### config.mk
export PLATFORM = sky130hd
export DESIGN_NAME = shift_pipe_stage
export DESIGN_NICKNAME = d
export VERILOG_FILES = /design/src/rtl/shift_pipe_stage.sv
export SDC_FILE = /design/constraint.sdc
export NUM_CORES = 1
export LEC_CHECK = 0
export ABC_AREA = 1
export CAP_MARGIN = 10
export CORE_MARGIN = 1
export CORE_UTILIZATION = 45
export DETAILED_ROUTE_END_ITERATION = 12
export PLACE_DENSITY = 0.77
export SLEW_MARGIN = 20
export SYNTH_ARGS = -nofsm -noshare
export SYNTH_HDL_FRONTEND = slang
export SYNTH_SLANG_ARGS = --single-unit
### constraint.sdc
create_clock -name clk -period 4.7 [get_ports clk]
set_input_delay 1.175 -clock clk [delete_from_list [all_inputs] [get_ports clk]]
set_output_delay 1.175 -clock clk [all_outputs]
set_load 0.05 [all_outputs]
### src/rtl/shift_pipe_stage.sv
// Two-stage pipelined 32-bit shift unit (SLL/SRL/SRA/ROR) between operand issue and writeback.
// Latency: 2 cycles from input transfer to out_valid; throughput 1 op/cycle with out_ready high.
// Backpressure: stage 2 holds while out_valid && !out_ready; stage 1 fills once, then in_ready drops.
//
// Ports:
//   clk, rst             rising-edge clock, synchronous active-high reset
//   in_valid/in_ready    upstream handshake; in_x operand, in_s shift amount ([4:0] used), in_op code
//   out_valid/out_ready  downstream handshake; out_z result, out_zero (out_z == 0), out_op
//   retired              wrapping count of output transfers

module shift_pipe_stage #(
    parameter int W     = 32,
    parameter int CNT_W = 16
) (
    input  logic             clk,
    input  logic             rst,
    input  logic             in_valid,
    output logic             in_ready,
    input  logic [W-1:0]     in_x,
    input  logic [W-1:0]     in_s,
    input  logic [1:0]       in_op,
    output logic             out_valid,
    input  logic             out_ready,
    output logic [W-1:0]     out_z,
    output logic             out_zero,
    output logic [1:0]       out_op,
    output logic [CNT_W-1:0] retired
);

    localparam logic [1:0] OP_SLL = 2'b00;
    localparam logic [1:0] OP_SRL = 2'b01;
    localparam logic [1:0] OP_SRA = 2'b10;
    localparam logic [1:0] OP_ROR = 2'b11;

    // ------------------------------------------------------------------
    // Shifter datapath
    // ------------------------------------------------------------------

    function automatic logic [31:0] bit_rev(input logic [31:0] v);
        logic [31:0] r;
        r = '0;
        for (int i = 0; i < 32; i++) begin
            r[i] = v[31-i];
        end
        return r;
    endfunction

    // One log-stage right shifter serves all four ops: SLL runs through it
    // bit-reversed, SRA fills from the sign bit, ROR wraps the low bits back
    // in at the top. sh == 0 passes x through for every op.
    function automatic logic [31:0] shift_f(input logic [31:0] x,
                                            input logic [4:0]  sh,
                                            input logic [1:0]  op);
        logic [31:0] d;
        logic [31:0] fill_mask;
        logic        fill;
        logic        rot;
        rot  = (op == OP_ROR);
        fill = (op == OP_SRA) && x[31];
        d    = (op == OP_SLL) ? bit_rev(x) : x;
        for (int k = 0; k < 5; k++) begin
            if (sh[k]) begin
                // Top 2^k bits vacated by this stage.
                fill_mask = ~(32'hFFFF_FFFF >> (1 << k));
                if (rot) begin
                    d = (d >> (1 << k)) | (d << (32 - (1 << k)));
                end else begin
                    d = (d >> (1 << k)) | (fill ? fill_mask : 32'h0);
                end
            end
        end
        if (op == OP_SLL) begin
            d = bit_rev(d);
        end
        return d;
    endfunction

    // ------------------------------------------------------------------
    // State
    // ------------------------------------------------------------------

    logic             s1_valid_q;
    logic [W-1:0]     s1_x_q;
    logic [4:0]       s1_sh_q;
    logic [1:0]       s1_op_q;

    logic             out_valid_q;
    logic [W-1:0]     out_z_q;
    logic             out_zero_q;
    logic [1:0]       out_op_q;
    logic [CNT_W-1:0] retired_q;

    // Next-state values computed from stage 1.
    logic [W-1:0]     out_z_d;
    logic             out_zero_d;
    logic [CNT_W-1:0] retired_d;

    // Handshake terms
    logic s2_adv;
    logic s1_adv;
    logic in_xfer;
    logic out_xfer;

    // Upper shift-amount bits are architecturally ignored.
    logic unused_s_hi;
    assign unused_s_hi = ^in_s[W-1:5];

    // Stage 2 can take a new value whenever it is empty or being drained.
    // Stage 1 moves in lockstep with it. in_ready depends only on pipeline
    // state and out_ready, never on in_valid.
    assign s2_adv   = !out_valid_q || out_ready;
    assign s1_adv   = s2_adv;
    assign in_ready = !s1_valid_q || s2_adv;
    assign in_xfer  = in_valid && in_ready;
    assign out_xfer = out_valid_q && out_ready;

    always_comb begin
        out_z_d    = shift_f(s1_x_q, s1_sh_q, s1_op_q);
        out_zero_d = (out_z_d == '0);
        retired_d  = retired_q + {{(CNT_W-1){1'b0}}, 1'b1};
    end

    always_ff @(posedge clk) begin
        if (rst) begin
            // In-flight items are dropped and never counted.
            s1_valid_q  <= 1'b0;
            out_valid_q <= 1'b0;
            out_z_q     <= '0;
            out_zero_q  <= 1'b0;
            out_op_q    <= 2'b00;
            retired_q   <= '0;
        end else begin
            // Stage 2: advance, or hold everything while stalled.
            if (s2_adv) begin
                out_valid_q <= s1_valid_q;
                if (s1_valid_q) begin
                    out_z_q    <= out_z_d;
                    out_zero_q <= out_zero_d;
                    out_op_q   <= s1_op_q;
                end
            end

            // Stage 1: refill on accept (even while stage 2 drains, so no
            // bubble), otherwise empty out once its content moved on.
            if (in_xfer) begin
                s1_valid_q <= 1'b1;
                s1_x_q     <= in_x;
                s1_sh_q    <= in_s[4:0];
                s1_op_q    <= in_op;
            end else if (s1_adv) begin
                s1_valid_q <= 1'b0;
            end

            if (out_xfer) begin
                retired_q <= retired_d;
            end
        end
    end

    assign out_valid = out_valid_q;
    assign out_z     = out_z_q;
    assign out_zero  = out_zero_q;
    assign out_op    = out_op_q;
    assign retired   = retired_q;

endmodule

=== Word level (Yosys, flattened, before mapping) ===
Cells that the tools add are included.

* Order comparisons: 0
* Muxes and demuxes: 19
* Multiply operators: 0
* Add/sub/neg operators: 1
* Bitwise gates (word level): 11
* Div/mod/pow operators: 0
* Shift operators: 0
* Reduce and logical (&&, ||, !) cells: 12
* Equal/unequal tests: 2

{| class="wikitable"
|+ Operators by type and width
! cell !! count
|-
| 32-bit 2-to-1 mux || 17
|-
| 16-bit by 32-bit bitwise OR with 32-bit output || 2
|-
| 24-bit by 32-bit bitwise OR with 32-bit output || 2
|-
| 28-bit by 32-bit bitwise OR with 32-bit output || 2
|-
| 30-bit by 32-bit bitwise OR with 32-bit output || 2
|-
| 31-bit by 32-bit bitwise OR with 32-bit output || 2
|-
| 32-bit logical NOT || 1
|-
| 16-bit by 1-bit adder with 16-bit output (second input constant) || 1
|-
| 2-bit equality test (second input constant) || 2
|-
| 2-bit AND reduction || 2
|-
| 1-bit logical AND || 3
|-
| 1-bit logical NOT || 2
|-
| 2-bit logical NOT || 1
|-
| 1-bit logical OR || 2
|-
| 1-bit 2-to-1 mux || 2
|-
| 2-bit nonzero test || 1
|-
| 1-bit inverter || 1
|}

* Bits in latches: 0
* Output and inout bits: 53
* Memory bits (writable): 0
* Logic and storage cells: 54
* Flip-flop bits (word level): 92
* Bits in read-only memories: 0
* Memories: 0
* Bits of input ports: 70

=== Longest topological paths before layout ===
* Word-level depth: 20
* Gate-level depth with buffers: 21
* Mapped depth without buffers: 20

=== Worst setup path after synthesis ===
No wires, ideal clock.

* Path kind: input to register
* Start: input out_ready
* End: register s1_op_q[0] (enable)
* Buffers on the path: 0
* Path slack: 1.775 ns
* Data required time: 4.307 ns
* Arrival: 2.532 ns
* Stages on the path: 4
* Library setup time: 0.393 ns
* Cells stage by stage: inv_1 nand3_1 nand3_1 inv_1

* Cells in the longest elaborated chain, start to end: 4

{| class="wikitable"
|+ RTL lines
! element !! line !! text
|-
| start, declared || 23 || <nowiki>input logic out_ready,</nowiki>
|-
| 1-bit logical OR || 111 || <nowiki>assign s2_adv = !out_valid_q || out_ready;</nowiki>
|-
| 1-bit logical OR || 113 || <nowiki>assign in_ready = !s1_valid_q || s2_adv;</nowiki>
|-
| via in_ready || 18 || <nowiki>output logic in_ready,</nowiki>
|-
| 1-bit logical AND || 114 || <nowiki>assign in_xfer = in_valid && in_ready;</nowiki>
|-
| 2-bit AND reduction (no source line) || -- ||
|-
| end signal, assigned || 149 || <nowiki>s1_op_q <= in_op;</nowiki>
|-
| end, declared || 85 || <nowiki>logic [1:0] s1_op_q;</nowiki>
|}

The timed path passes the listed nets, and every way through them passes these cells.
A chain may end at the register's enable or synchronous reset.

=== Final worst setup path ===
* Start: input out_ready
* End: output in_ready

* Cells in the longest elaborated chain, start to end: 2

{| class="wikitable"
|+ RTL lines
! element !! line
|-
| 1-bit logical OR || 111
|-
| 1-bit logical OR || 113
|-
| end, declared || 18
|}

No other way between the ends.

==> results.py <==
metrics = {
    "grt": {
        "antenna_found_initial": 0,
        "grt_remaining_overflow": 0,
        "grt_max_degree": 65,
        "grt_pass1_vias": 6345,
        "grt_pass1_wl_um": 30100,
        "grt_usage_pct": 25.6,
    },
    "logic_synthesis": {
        "ys_ff_latch": 92,
        "synthCells": 1060,
        "synthMuxAreaShare_pct": 0,
        "ys_seq_area_share_pct": 34.3,
        "synth_cell_type_count": 30,
        "yosysWarnings": 0,
        "synth_nets": 1131,
        "synth_compound_area_share_pct": 7.03,
        "yosys.area_share.simple_pct": 48.5,
        "synth_area_um2": 6510,
        "synthAdderAreaFrac_pct": 0.192,
        "yosys.area_share.xor_xnor_pct": 0.135,
        "synth_top_family_by_area": "simple AND/OR/NAND/NOR gates",
        "synth.avg_cell_area_um2": 6.14,
    },
    "floorplan": {
        "rows": 43,
        "initial_utilization_pct": 46.5,
        "core-area_um2": 14000,
        "die_y_um": 122,
        "io_pins": 123,
        "die-area_um2": 15000,
        "die_w_um": 122,
    },
    "critical_path": {
        "r2r_slack_ns": 1.64,
        "slowest_stage": "clkdlybuf4s50_1",
        "r2r_start": "s1_op_q[1]",
        "setup.worst_path.end": "in_ready",
        "critPathBufInv": 3,
        "cpMostUsedCell": "clkdlybuf4s50_1",
        "max_stage_delay_ns": 0.81,
        "startpoint_type": "input pin",
        "setup.worst_path.start": "out_ready",
        "cp_max_fo": 3,
        "worstSetupPathType": "in2out",
        "critPathRequiredTime_ns": 3.52,
        "endpoint_kind": "primary output",
        "arrival_ns": 2.61,
        "rr_endpoint": "out_zero",
        "cp_top_family": "buffers and inverters",
        "r2r_cells": 17,
        "cp.depth": 4,
        "cp_cell_sequence": "clkdlybuf4s50_1, inv_1, nand3_1, clkdlybuf4s50_1",
    },
    "sta": {
        "fin_setup_tns_ns": 0,
        "fmax_mhz": 264,
        "hold_viol_final": 0,
        "grt_setup_unrepaired": "false",
        "worstMarginPinSlew_ns": 1.01,
        "maxSlewViolCount": 0,
        "final.min_clock_period_ns": 3.79,
        "slew_headroom_pct": 32.5,
        "fin_crit_sh_pct": 80.6,
        "setup_viol": 0,
        "final.setup_skew_ns": 0.00931,
    },
    "clock_tree": {
        "cts_resized": 0,
        "post_cts_buffers": 0,
        "numCtsBuffers": 9,
        "htree_num_levels": 3,
        "holdBufCountCts": 0,
        "path_clk_slew_ns": 0.07,
        "cts_tree": "yes",
        "cts_root_buffer": "clkbuf_16",
        "cts.path.max_buffers": 2,
        "clock_latency_ns": 0.36,
        "numClockSinks": 92,
    },
    "route": {
        "drtIter0Drc": 657,
        "wl_per_cell_um": 13.5,
        "ant_nets": 0,
        "drt_wl_total_um": 17700,
        "num_vias": 7025,
        "drt_first_pass_iters": 8,
        "vias_per_cell": 5.38,
        "drc": 0,
    },
    "min_path": {
        "hold_class": "reg2reg",
        "hp-start": "out_zero",
    },
    "power_and_ir_drop": {
        "total_power_mw": 2.13,
        "power_frac_seq_pct": 42.1,
        "power.internal_mw": 1.42,
        "irDropWorstVdd_uv": 160,
        "power_density_nw_per_um2": 274,
        "pwr-share-clk_pct": 32.6,
        "sw_frac_of_total_pct": 33.3,
        "p_leak_nw": 3.68,
        "combPwrFrac_pct": 25.3,
        "power.net_switching_mw": 0.710,
    },
    "final_layout": {
        "antenna_cells": 0,
        "area_delta_synth_final_pct": 19.6,
        "finalNetCount": 1192,
        "n_fill_cell": 1407,
        "drive_gt1_share_pct": 3.64,
    },
    "job": {
        "drv_cap": 0,
    },
    "run_status": {
        "status": "complete, no violations",
    },
    "placement": {
        "dp_hpwl_um": 12900,
        "gp_congestion": 0.928,
        "portBuffers": 95,
    },
}
cell families after synthesis:
kind of cell	count (synthesis)
and+or+nand+nor	730
DFF	92
buffers and inverters	151
adders and majority gates	1
AOI/OAI and AO/OA	85
xor gates and xnor gates	1
flip-flops by register name, indices dropped and copies added, names as in the netlist:
name        cells
s1_op_q         2
retired        16
s1_sh_q         5
s1_valid_q      1
s1_x_q         32
out_zero        1
out_z          32
out_valid       1
out_op          2
cells in the final DEF (no fill, tap or decap), drive strengths merged:
master           n
nand4            1
edfxtp          39
nor3             5
nand3          293
ha               1
o21ai           50
clkdlybuf4s50   95
o221ai           6
nand2          350
nor4             2
clkinv           2
a21o             1
a21oi           25
nor2            77
clkbuf           9
inv             94
clkinvlp         1
dfxtp           53
buf             16
o21a             2
xor2             1
nor3b            2
o31ai            1
worst min-delay path, cell delays in order (launching register included):
cell     delay [ns]
dfxtp_1        0.32
nand2_1        0.06
a21oi_1        0.05
stage by stage:
stage	instance area (um2)	util, %	hold slack (ns)	worst slack, ns	cells
floorplan	6510	-	0.567	1.77	1060
global placement	7510	53.7	0.472	0.909	1290
detailed placement	7510	53.7	0.477	0.912	1290
CTS	7780	55.7	0.487	0.910	1306
global route	7780	55.7	0.514	0.852	1306
finish	7780	55.7	0.481	0.911	1306
cell type report:
type / count / area (um2) / area share [%]
clock buffer: 9 / 225 / 2.89
multi-input combinational: 817 / 3640 / 46.8
inverter: 90 / 338 / 4.34
sequential: 92 / 2230 / 28.7
clock inverter: 7 / 53.8 / 0.691
timing repair buffer: 111 / 1070 / 13.8
tap: 180 / 225 / 2.89
worst min path at each step:
stage	end	slack (ns)	cells after the start
floorplan	out_zero	0.57	3
global placement	out_zero	0.47	2
detailed placement	out_zero	0.48	2
CTS	out_zero	0.49	2
global route	out_zero	0.51	2
finish	out_zero	0.48	2
metal layers:
| metal | share of wire, % | vias to the layer above | GRT usage [%] | wire length, um |
|---|---|---|---|---|
| met1 | 45 | 3126 | 33.4 | 7920 |
| met2 | 46 | 237 | 40.3 | 8060 |
| li1 | - | 3620 | - | - |
| met4 | 3.0 | 0 | 10.5 | 536 |
| met5 | 0 | - | 0 | 0 |
| met3 | 6.5 | 42 | 6.09 | 1150 |
cells in the mapped netlist (all sizes together):
library cell  count  area (um2)
a21oi            25         125
ha                1        12.5
a21o              1        7.51
o21ai            50         250
nand3           293        1480
clkbuf           23        86.3
nor3b             2        15.0
o21a              2        15.0
buf              38         214
nand4             1        6.26
nor2             77         297
edfxtp           39        1170
inv              89         334
o221ai            6        52.6
nor3              5        25.0
o31ai             1        7.51
dfxtp            53        1060
clkinv            1        3.75
nand2           350        1320
nor4              2        12.5
xor2              1        8.76
power by group through the flow:
| stage | registers, mW | clock network, mW | logic [mW] |
|---|---|---|---|
| floorplan | 0.989 | 0 | 0.300 |
| global placement | 0.914 | 0 | 0.529 |
| detailed placement | 0.915 | 0 | 0.534 |
| CTS | 0.897 | 0.716 | 0.536 |
| global route | 0.901 | 0.746 | 0.604 |
| finish | 0.896 | 0.695 | 0.540 |
(Power assumes the default switching activity.)
